**config.mk**
```make
export PLATFORM = sky130hd
export DESIGN_NAME = result_display_flat
export DESIGN_NICKNAME = d
export VERILOG_FILES = /design/src/rtl/calc_pkg.sv /design/src/rtl/result_display_if.sv /design/src/rtl/bin2bcd_seq.sv /design/src/rtl/result_display.sv /design/src/flat_wrapper.sv
export SDC_FILE = /design/constraint.sdc
export NUM_CORES = 1
export LEC_CHECK = 0
export BUFFER_PORTS_ARGS = -buffer_cell sky130_fd_sc_hd__buf_2
export CAP_MARGIN = 0
export CORE_UTILIZATION = 53
export CTS_CLUSTER_DIAMETER = 100
export DETAILED_ROUTE_END_ITERATION = 8
export MAX_ROUTING_LAYER = met4
export PLACE_DENSITY = 0.78
export SYNTH_ARGS = -nofsm -noshare
export SYNTH_HDL_FRONTEND = slang
export SYNTH_SLANG_ARGS = --single-unit
```
**constraint.sdc**
```tcl
create_clock -name clk -period 3.4 [get_ports clk]
set_clock_uncertainty 0.15 [all_clocks]
set_input_delay 0.51 -clock clk [delete_from_list [all_inputs] [get_ports clk]]
set_output_delay 0.51 -clock clk [all_outputs]
set_load 0.05 [all_outputs]
```
**src/rtl/calc_pkg.sv**
```systemverilog
// rtl/calc_pkg.sv - shared FSM state, 7-segment codes and segment decoder for result_display
package calc_pkg;

  typedef enum logic [1:0] {
    ST_IDLE  = 2'd0,
    ST_SHIFT = 2'd1,
    ST_DONE  = 2'd2
  } conv_state_t;

  // Patterns are {g,f,e,d,c,b,a}, active-low
  localparam logic [6:0] SEG_0     = 7'b1000000;
  localparam logic [6:0] SEG_1     = 7'b1111001;
  localparam logic [6:0] SEG_2     = 7'b0100100;
  localparam logic [6:0] SEG_3     = 7'b0110000;
  localparam logic [6:0] SEG_4     = 7'b0011001;
  localparam logic [6:0] SEG_5     = 7'b0010010;
  localparam logic [6:0] SEG_6     = 7'b0000010;
  localparam logic [6:0] SEG_7     = 7'b1111000;
  localparam logic [6:0] SEG_8     = 7'b0000000;
  localparam logic [6:0] SEG_9     = 7'b0010000;
  localparam logic [6:0] SEG_BLANK = 7'b1111111;
  localparam logic [6:0] SEG_E     = 7'b0000110;

  localparam int unsigned BIN_W     = 8;
  localparam int unsigned BCD_W     = 12;
  localparam int unsigned ITER_LAST = BIN_W - 1;

  function automatic logic [6:0] seg_decode(input logic [3:0] nibble, input logic blank);
    logic [6:0] pat;
    if (blank) begin
      pat = SEG_BLANK;
    end else begin
      case (nibble)
        4'd0:    pat = SEG_0;
        4'd1:    pat = SEG_1;
        4'd2:    pat = SEG_2;
        4'd3:    pat = SEG_3;
        4'd4:    pat = SEG_4;
        4'd5:    pat = SEG_5;
        4'd6:    pat = SEG_6;
        4'd7:    pat = SEG_7;
        4'd8:    pat = SEG_8;
        4'd9:    pat = SEG_9;
        default: pat = SEG_BLANK;
      endcase
    end
    return pat;
  endfunction

endpackage

```
**src/rtl/result_display_if.sv**
```systemverilog
// rtl/result_display_if.sv - conversion request/result and display pin bundle for result_display
interface result_display_if;
  logic [7:0]  result_i;
  logic        load_i;
  logic        busy_o;
  logic        bcd_valid_o;
  logic [11:0] bcd_o;
  logic [6:0]  seg_o;
  logic [3:0]  an_o;

  modport master (
    output result_i,
    output load_i,
    input  busy_o,
    input  bcd_valid_o,
    input  bcd_o,
    input  seg_o,
    input  an_o
  );

  modport slave (
    input  result_i,
    input  load_i,
    output busy_o,
    output bcd_valid_o,
    output bcd_o,
    output seg_o,
    output an_o
  );
endinterface

```
**src/rtl/bin2bcd_seq.sv**
```systemverilog
// rtl/bin2bcd_seq.sv - sequential double-dabble 8-bit to 3-digit BCD converter
// OVF_INDICATOR_EN adds an overflow flag register set when the converted value is 255.
module bin2bcd_seq
  import calc_pkg::*;
(
  input  logic        clk,
  input  logic        rst_n,
  input  logic [7:0]  result,
  input  logic        load,
  output logic        busy,
  output logic        bcd_valid,
  output logic [11:0] bcd
`ifdef OVF_INDICATOR_EN
  ,
  output logic        ovf
`endif
);

  conv_state_t state_q, state_d;
  logic [7:0]  bin_q, bin_d;
  logic [11:0] scratch_q, scratch_d;
  logic [2:0]  iter_q, iter_d;
  logic        busy_q, busy_d;
  logic        valid_q, valid_d;
  logic [11:0] bcd_q, bcd_d;
  logic [11:0] adj;
`ifdef OVF_INDICATOR_EN
  logic        ovf_q, ovf_d;
`endif

  function automatic logic [3:0] add3(input logic [3:0] n);
    return (n >= 4'd5) ? n + 4'd3 : n;
  endfunction

  assign adj = {add3(scratch_q[11:8]), add3(scratch_q[7:4]), add3(scratch_q[3:0])};

  always_comb begin
    state_d   = state_q;
    bin_d     = bin_q;
    scratch_d = scratch_q;
    iter_d    = iter_q;
    busy_d    = busy_q;
    valid_d   = 1'b0;
    bcd_d     = bcd_q;
`ifdef OVF_INDICATOR_EN
    ovf_d     = ovf_q;
`endif
    case (state_q)
      ST_IDLE: begin
        if (load) begin
          bin_d     = result;
          scratch_d = '0;
          iter_d    = '0;
          busy_d    = 1'b1;
          state_d   = ST_SHIFT;
        end
      end
      ST_SHIFT: begin
        // Adjust-then-shift of the combined {scratch,bin} register
        scratch_d = {adj[10:0], bin_q[7]};
        bin_d     = {bin_q[6:0], 1'b0};
        iter_d    = iter_q + 3'd1;
        if (iter_q == 3'(ITER_LAST)) begin
          state_d = ST_DONE;
        end
      end
      ST_DONE: begin
        bcd_d   = scratch_q;
        valid_d = 1'b1;
        busy_d  = 1'b0;
`ifdef OVF_INDICATOR_EN
        ovf_d   = (scratch_q == 12'h255);
`endif
        state_d = ST_IDLE;
      end
      default: begin
        busy_d  = 1'b0;
        state_d = ST_IDLE;
      end
    endcase
  end

  always_ff @(posedge clk or negedge rst_n) begin
    if (!rst_n) begin
      state_q   <= ST_IDLE;
      bin_q     <= '0;
      scratch_q <= '0;
      iter_q    <= '0;
      busy_q    <= 1'b0;
      valid_q   <= 1'b0;
      bcd_q     <= '0;
`ifdef OVF_INDICATOR_EN
      ovf_q     <= 1'b0;
`endif
    end else begin
      state_q   <= state_d;
      bin_q     <= bin_d;
      scratch_q <= scratch_d;
      iter_q    <= iter_d;
      busy_q    <= busy_d;
      valid_q   <= valid_d;
      bcd_q     <= bcd_d;
`ifdef OVF_INDICATOR_EN
      ovf_q     <= ovf_d;
`endif
    end
  end

  assign busy      = busy_q;
  assign bcd_valid = valid_q;
  assign bcd       = bcd_q;
`ifdef OVF_INDICATOR_EN
  assign ovf       = ovf_q;
`endif

endmodule

```
**src/rtl/result_display.sv**
```systemverilog
// rtl/result_display.sv - BCD conversion of the calculator result and 4-digit multiplexed 7-segment drive
// OVF_INDICATOR_EN shows 'E' on digit 3 when the held value is 255.
module result_display
  import calc_pkg::*;
#(
  parameter int unsigned REFRESH_DIV = 50000
) (
  input logic          clk,
  input logic          rst_n,
  result_display_if.slave bus
);

  localparam int unsigned CNT_W = (REFRESH_DIV > 2) ? $clog2(REFRESH_DIV) : 1;

  logic [11:0]      bcd;
  logic [CNT_W-1:0] refresh_cnt;
  logic             wrap;
  logic [1:0]       digit_idx;
  logic [6:0]       seg_q, seg_next;
  logic [3:0]       an_q, an_next;
  logic             blank_h, blank_t;
`ifdef OVF_INDICATOR_EN
  logic             ovf;
`endif

  bin2bcd_seq u_conv (
    .clk       (clk),
    .rst_n     (rst_n),
    .result    (bus.result_i),
    .load      (bus.load_i),
    .busy      (bus.busy_o),
    .bcd_valid (bus.bcd_valid_o),
    .bcd       (bcd)
`ifdef OVF_INDICATOR_EN
    ,
    .ovf       (ovf)
`endif
  );

  assign wrap    = (refresh_cnt == CNT_W'(REFRESH_DIV - 1));
  assign blank_h = (bcd[11:8] == 4'd0);
  assign blank_t = blank_h && (bcd[7:4] == 4'd0);

  // Pattern for the slot about to be driven on the next wrap
  always_comb begin
    seg_next = SEG_BLANK;
    an_next  = ~(4'b0001 << digit_idx);
    case (digit_idx)
      2'd0: seg_next = seg_decode(bcd[3:0], 1'b0);
      2'd1: seg_next = seg_decode(bcd[7:4], blank_t);
      2'd2: seg_next = seg_decode(bcd[11:8], blank_h);
      default: begin
`ifdef OVF_INDICATOR_EN
        seg_next = ovf ? SEG_E : SEG_BLANK;
`else
        seg_next = SEG_BLANK;
`endif
      end
    endcase
  end

  always_ff @(posedge clk or negedge rst_n) begin
    if (!rst_n) begin
      refresh_cnt <= '0;
      digit_idx   <= 2'd0;
      seg_q       <= SEG_BLANK;
      an_q        <= 4'hF;
    end else begin
      if (wrap) begin
        refresh_cnt <= '0;
        digit_idx   <= digit_idx + 2'd1;
        seg_q       <= seg_next;
        an_q        <= an_next;
      end else begin
        refresh_cnt <= refresh_cnt + CNT_W'(1);
      end
    end
  end

  assign bus.bcd_o = bcd;
  assign bus.seg_o = seg_q;
  assign bus.an_o  = an_q;

endmodule
```
**src/flat_wrapper.sv**
```systemverilog
// flat-port wrapper written by rule: the top's interface ports become plain ports
module result_display_flat import calc_pkg::*;
#(
  parameter int unsigned REFRESH_DIV = 50000
)
  (clk, rst_n, bus_result_i, bus_load_i, bus_busy_o, bus_bcd_valid_o, bus_bcd_o, bus_seg_o, bus_an_o);
  result_display_if bus_i ();
  input logic clk;
  input logic rst_n;
  input wire logic [$bits(bus_i.result_i)-1:0] bus_result_i;
  input wire logic [$bits(bus_i.load_i)-1:0] bus_load_i;
  output wire logic [$bits(bus_i.busy_o)-1:0] bus_busy_o;
  output wire logic [$bits(bus_i.bcd_valid_o)-1:0] bus_bcd_valid_o;
  output wire logic [$bits(bus_i.bcd_o)-1:0] bus_bcd_o;
  output wire logic [$bits(bus_i.seg_o)-1:0] bus_seg_o;
  output wire logic [$bits(bus_i.an_o)-1:0] bus_an_o;
  assign bus_i.result_i = bus_result_i;
  assign bus_i.load_i = bus_load_i;
  assign bus_busy_o = bus_i.busy_o;
  assign bus_bcd_valid_o = bus_i.bcd_valid_o;
  assign bus_bcd_o = bus_i.bcd_o;
  assign bus_seg_o = bus_i.seg_o;
  assign bus_an_o = bus_i.an_o;
  result_display #(.REFRESH_DIV(REFRESH_DIV)) u_core (.clk(clk), .rst_n(rst_n), .bus(bus_i));
endmodule
```
; After elaboration in Yosys (flattened, before gate mapping)
; Memories as Yosys holds them, arrays and structs flattened.
; Cells that the tools add are included.
[word_totals]
ff_bits = 68
latch_bits = 0
ramBits = 0
romBits = 336
in_bits = 11
out_inout_bits = 25
wordCells = 62
mem_count = 3
[classes]
add_sub_neg = 6
n_mul = 0
div_mod_pow = 0
n_lt_le_gt_ge = 3
n_eq_ne = 8
shifts = 1
n_mux = 19
bitwise = 2
reduce_logical = 9
[mem_list]
columns = memory, depth, word_bits, rd, rd_ports_with_merged_regs, wr, line_no
row1 = (no name shown), 16, 7, 1, 0, 0, calc_pkg.sv:33  ; case (nibble)
row2 = (no name shown), 16, 7, 1, 0, 0, calc_pkg.sv:33
row3 = (no name shown), 16, 7, 1, 0, 0, calc_pkg.sv:33
[ops]
columns = op, count
row1 = $pmux 12 s2, 1
row2 = $pmux 7 s3, 1
row3 = $add 16x1->16 const B, 1
row4 = $eq 16x16->1 const B, 1
row5 = $mux 16, 1
row6 = $pmux 8 s2, 1
row7 = $mux 7, 2
row8 = $ge 4x3->1 const B, 3
row9 = $mux 12, 1
row10 = $add 4x2->4 const B, 2
row11 = $logic_not 4->1, 2
row12 = $mux 4, 2
row13 = $mux 8, 1
row14 = $mux 3, 2
row15 = $pmux 3 s2, 1
row16 = $reduce_and 2->1, 3
row17 = $eq 2x1->1 const B, 2
row18 = $eq 2x2->1 const B, 2
row19 = $logic_not 2->1, 2
row20 = $mux 2, 2
row21 = $ne 2x2->1 const B, 2
row22 = $not 4->4, 1
row23 = $pmux 2 s2, 1
row24 = $shl 1x2->4 const A, 1
row25 = 9 further kinds, 10

; Longest topological paths before layout
[logic_depth]
ltp_word = 4
mapped_depth = 7

; Modules after synthesis
; A second synthesis with hierarchy kept.
[unflattened]
cells_unflattened = 400
area_unflattened_um2 = 3945.0
[by_module_without_submodules]
columns = mod, instances, cells_each, area_each_um2
row1 = result_display, 1, 223, 2064.5
row2 = bin2bcd_seq, 1, 177, 1880.6

; Worst setup path after synthesis
; No wires, ideal clock.
[synth_timing]
kind = register to register
startpoint = register u_core.u_conv.bcd_q[9] (netlist: u_core.u_conv.bcd[9])
endpoint = register u_core.seg_q[1] (netlist: u_core.bus.seg_o[1])
setup_ns = 0.088
arrival_ns = 1.831
t_required_ns = 3.162
setup_slack_ns = 1.331
stages_incl_launch_ff = 7
n_path_buf = 0
cell_sequence = dfrtp_1 > inv_1 > ha_1 > nor2b_1 > a211o_1 > a211oi_1 > a31oi_1
[synth_via]
elab_chain_cells = 4
elab_cells_between_ends = 6
classes_between = 3 x mux / 2 x reduce/logical / 1 x memory
[synth_lines]
columns = element, line_no
row1 = start: declaration, bin2bcd_seq.sv:25  ; logic [11:0] bcd_q, bcd_d;
row2 = start signal: assignment, bin2bcd_seq.sv:91  ; bcd_q <= '0;
row3 = start signal: assignment, bin2bcd_seq.sv:102  ; bcd_q <= bcd_d;
row4 = "parallel branches: the longest is 3 deep, another holds $mem_v2 16x7", n/a
row5 = $pmux 7 s3 (*), result_display.sv:48  ; case (digit_idx)
row6 = end signal: assignment, result_display.sv:72  ; seg_q <= seg_next;
row7 = end: declaration, result_display.sv:19  ; logic [6:0] seg_q, seg_next;
; Mark *: on every way between the ends.
; A chain may end at the register's enable or synchronous reset.

; Final worst setup path
[layout_timing]
startpoint = register u_core.refresh_cnt[0]
endpoint = register u_core.seg_q[3] (netlist: u_core.bus.seg_o[3])
[layout_via]
elab_chain_cells = 1
[layout_lines]
columns = element, line_no
row1 = start: declaration, result_display.sv:16  ; logic [CNT_W-1:0] refresh_cnt;
row2 = start signal: assignment, result_display.sv:75  ; refresh_cnt <= refresh_cnt + CNT_W'(1);
row3 = $eq 16x16->1, result_display.sv:40  ; assign wrap = (refresh_cnt == CNT_W'(REFRESH_DIV - 1));
; No other way between the ends.

==> metrics.yaml <==
timing:
  fmax_ghz: 0.469
  drv_slew: 0
  tns_ns: 0
  post-route-min-period_ns: 2.13
  worst_slack_ns: 1.27
  grt_setup_unrepaired: "false"
  finalCritPeriodShare: 0.628
  setup_viol: 0
  worst_pin_slew_ns: 0.756
  max_slew_margin: 0.496
  final_hold_viol_count: 0
critical_path:
  critPathLaunchType: "flip-flop"
  cp-end-kind: "flip-flop"
  rr_startpoint: "u_core.refresh_cnt[0]$_DFF_PN0_"
  worstPathCellList: "ha_1 > and3_1 > nand4_1 > a211oi_2 > a31oi_1"
  arrival_ns: 2.25
  crit_required_ns: 3.52
  critPathLaunch: "u_core.refresh_cnt[0]$_DFF_PN0_"
  path_max_fanout: 12
  crit_slowest_cell: "nand4_1"
  path_class: "reg2reg"
  cpPeakStageDelay_ns: 0.47
global_routing:
  grt_pass1_vias: 2796
  gr-total-overflow: 0
  grt_use_total: 0.235
  grt_max_degree: 36
  grt_pass1_wl_um: 13200
  antenna_found_initial: 0
detailed_routing:
  vias: 2887
  vias_per_cell: 5.53
  wire_per_inst_um: 14.8
  drtIter0Drc: 145
  wl_um: 7710
  first_pass_iters: 4
  drc: 0
  ant_nets: 0
min_path:
  hp-class: "in2async"
power_and_ir_drop:
  power.density_nw_per_um2: 714
  p_leak_nw: 1.95
  peakVddDrop_mv: 0.390
yosys:
  syn-num-nets: 427
  ys.flop_type: "dfrtp_1"
  syn-cell-area_um2: 3830
  ys_seq_area_frac: 0.448
  yosys_warnings: 0
  synth-edff-count: 0
  synth_cell_type_count: 57
  synthTopCellsByArea: "dfrtp_1, ha_1, dfstp_2, o21ai_0, nand2_1"
  synth_top_area_share: 0.372
  syn_inst: 386
  yosysTopAreaCell: "dfrtp_1"
  syn_avg_cell_area_um2: 9.93
  synth-compound-area-share: 0.162
  synth_xor_area_frac: 0.0411
  async_flop_share: 1.00
  yosys.area_share.simple: 0.163
  synth_mux_area_frac: 0.0470
  synth_fa_ha_area_frac: 0.0980
  synth_seq_cells: 68
  synth_top_family_by_area: "simple AND/OR/NAND/NOR gates"
clock_tree:
  cts_setup_buffers: 0
  cts_tree: "done"
  cts_buffers: 9
  clock_latency_ns: 0.36
  clock-sinks: 68
  hold_buffers: 0
  htreeDepth: 3
  clkTransAtPathRegs_ns: 0.08
  ctsResizeCount: 0
  clock-root-buffer: "clkbuf_8"
  clock_path_buffers: 2
die:
  ios: 36
  core_area_um2: 6910
  rows: 30
  die_y_um: 87.0
  die-area_um2: 7570
  start_util: 0.555
  die_x_um: 87.0
placed_design:
  gp_congestion: 0.843
  dp_hpwl_um: 5520
  port_buffers: 35
  dp_slack_ns: 1.32
run:
  drv_cap: 0
finish:
  final_common_cell: "dfrtp_1"
  final_nets: 462
  finish.utilization: 0.618
  syn2layout_area_growth_pct: 11.4
  layout-drive-gt1-share: 0.190
  layout_common_cells: "dfrtp_1, o21ai_0, nand2_1"
  n_antenna_cell: 0
outcome:
  status: "finished, final reports clean"
[stage by stage]
stage	hold WS (ns)	cell area [um2]	cells	power, mW
6_report	0.0735	4270	522	3.05
3_5_place_dp	0.306	4080	506	2.43
2_1_floorplan	0.0644	3830	386	2.13
5_1_grt	0.126	4270	522	3.27
3_3_place_gp	0.300	4080	506	2.37
4_1_cts	0.0883	4270	522	3.06
[state kept, by name (all words and copies together) (netlist names)]
signal	cells
u_core.u_conv.bin_q	8
u_core.u_conv.busy	1
u_core.u_conv.bcd	12
u_core.u_conv.bcd_valid	1
u_core.bus.an_o	4
u_core.refresh_cnt	16
u_core.u_conv.state_q	2
u_core.bus.seg_o	7
u_core.u_conv.scratch_q	12
u_core.u_conv.iter_q	3
u_core.digit_idx	2
[power by group]
group | leakage (nW) | internal (mW) | switching [mW]
Clock | 0.0876 | 0.304 | 0.313
Sequential | 0.858 | 0.980 | 0.231
Combinational | 1.01 | 0.488 | 0.733
Total | 1.95 | 1.77 | 1.28
[path summary, 6_finish.rpt]
check	to	slack, ns	cells past startpoint
min in group clk	u_core.u_conv.bin_q[0]$_DFFE_PN0P_	0.29	3
hold / removal	u_core.refresh_cnt[3]$_DFF_PN0_	0.07	1
setup / recovery	u_core.bus.seg_o[3]$_DFFE_PN1N_	1.27	5
max in group asynchronous	u_core.bus.seg_o[2]$_DFFE_PN1N_	2.25	2
hold reg to reg	u_core.bus.an_o[3]$_DFFE_PN1N_	0.31	2
setup reg to reg	u_core.bus.seg_o[3]$_DFFE_PN1N_	1.27	5
[cell usage after synthesis (2+ instances only)]
master / number
nand3_1: 5
buf_4: 2
o21bai_1: 3
clkbuf_1: 4
and2_1: 2
and4_1: 2
o221ai_1: 2
a21boi_0: 2
dfrtp_1: 57
inv_1: 22
o21ai_0: 38
o31ai_1: 4
mux2_2: 6
nor2b_1: 7
nor2_1: 23
mux2_1: 2
a21oi_1: 17
and3_1: 3
a22o_1: 4
nand2b_1: 15
buf_2: 9
nor3_1: 4
xor2_1: 7
a22oi_1: 5
nand2_1: 37
a31oi_1: 7
xnor2_1: 11
dfstp_2: 11
ha_1: 30
o21ai_1: 5
nand4_1: 5
a221oi_1: 2
mux2i_1: 9
[critical path: cells and delay by family, from the launching register on]
kind / cells / cell delay [ns]
simple gates: 2 / 0.72
compound gates: 2 / 0.57
flops: 1 / 0.39
fa+ha+maj: 1 / 0.21
[per-layer routing]
layer | wire [um] | part of all wire | vias to the layer above | global-route usage
li1 | - | - | 1417 | -
met1 | 3400 | 0.44 | 1391 | 0.273
met2 | 3870 | 0.50 | 63 | 0.381
met3 | 290 | 0.038 | 16 | 0.0645
met4 | 156 | 0.020 | 0 | 0.102
met5 | 0 | 0 | - | -
[layout make-up]
class,count,area (um2)
Clock buffer,11,151
Clock inverter,5,36.3
Fill cell,599,2640
Inverter,22,82.6
Multi-Input combinational cell,281,1960
Sequential cell,68,1720
Tap cell,96,120
Timing Repair Buffer,39,205
[logic make-up after synthesis]
| logic type | count (synthesis) |
|---|---|
| buf+inv | 37 |
| compound gates | 100 |
| simple gates | 116 |
| xor+xnor | 18 |
| flops | 68 |
| fa+ha+maj | 30 |
| mux | 17 |
(Power assumes the default switching activity.)
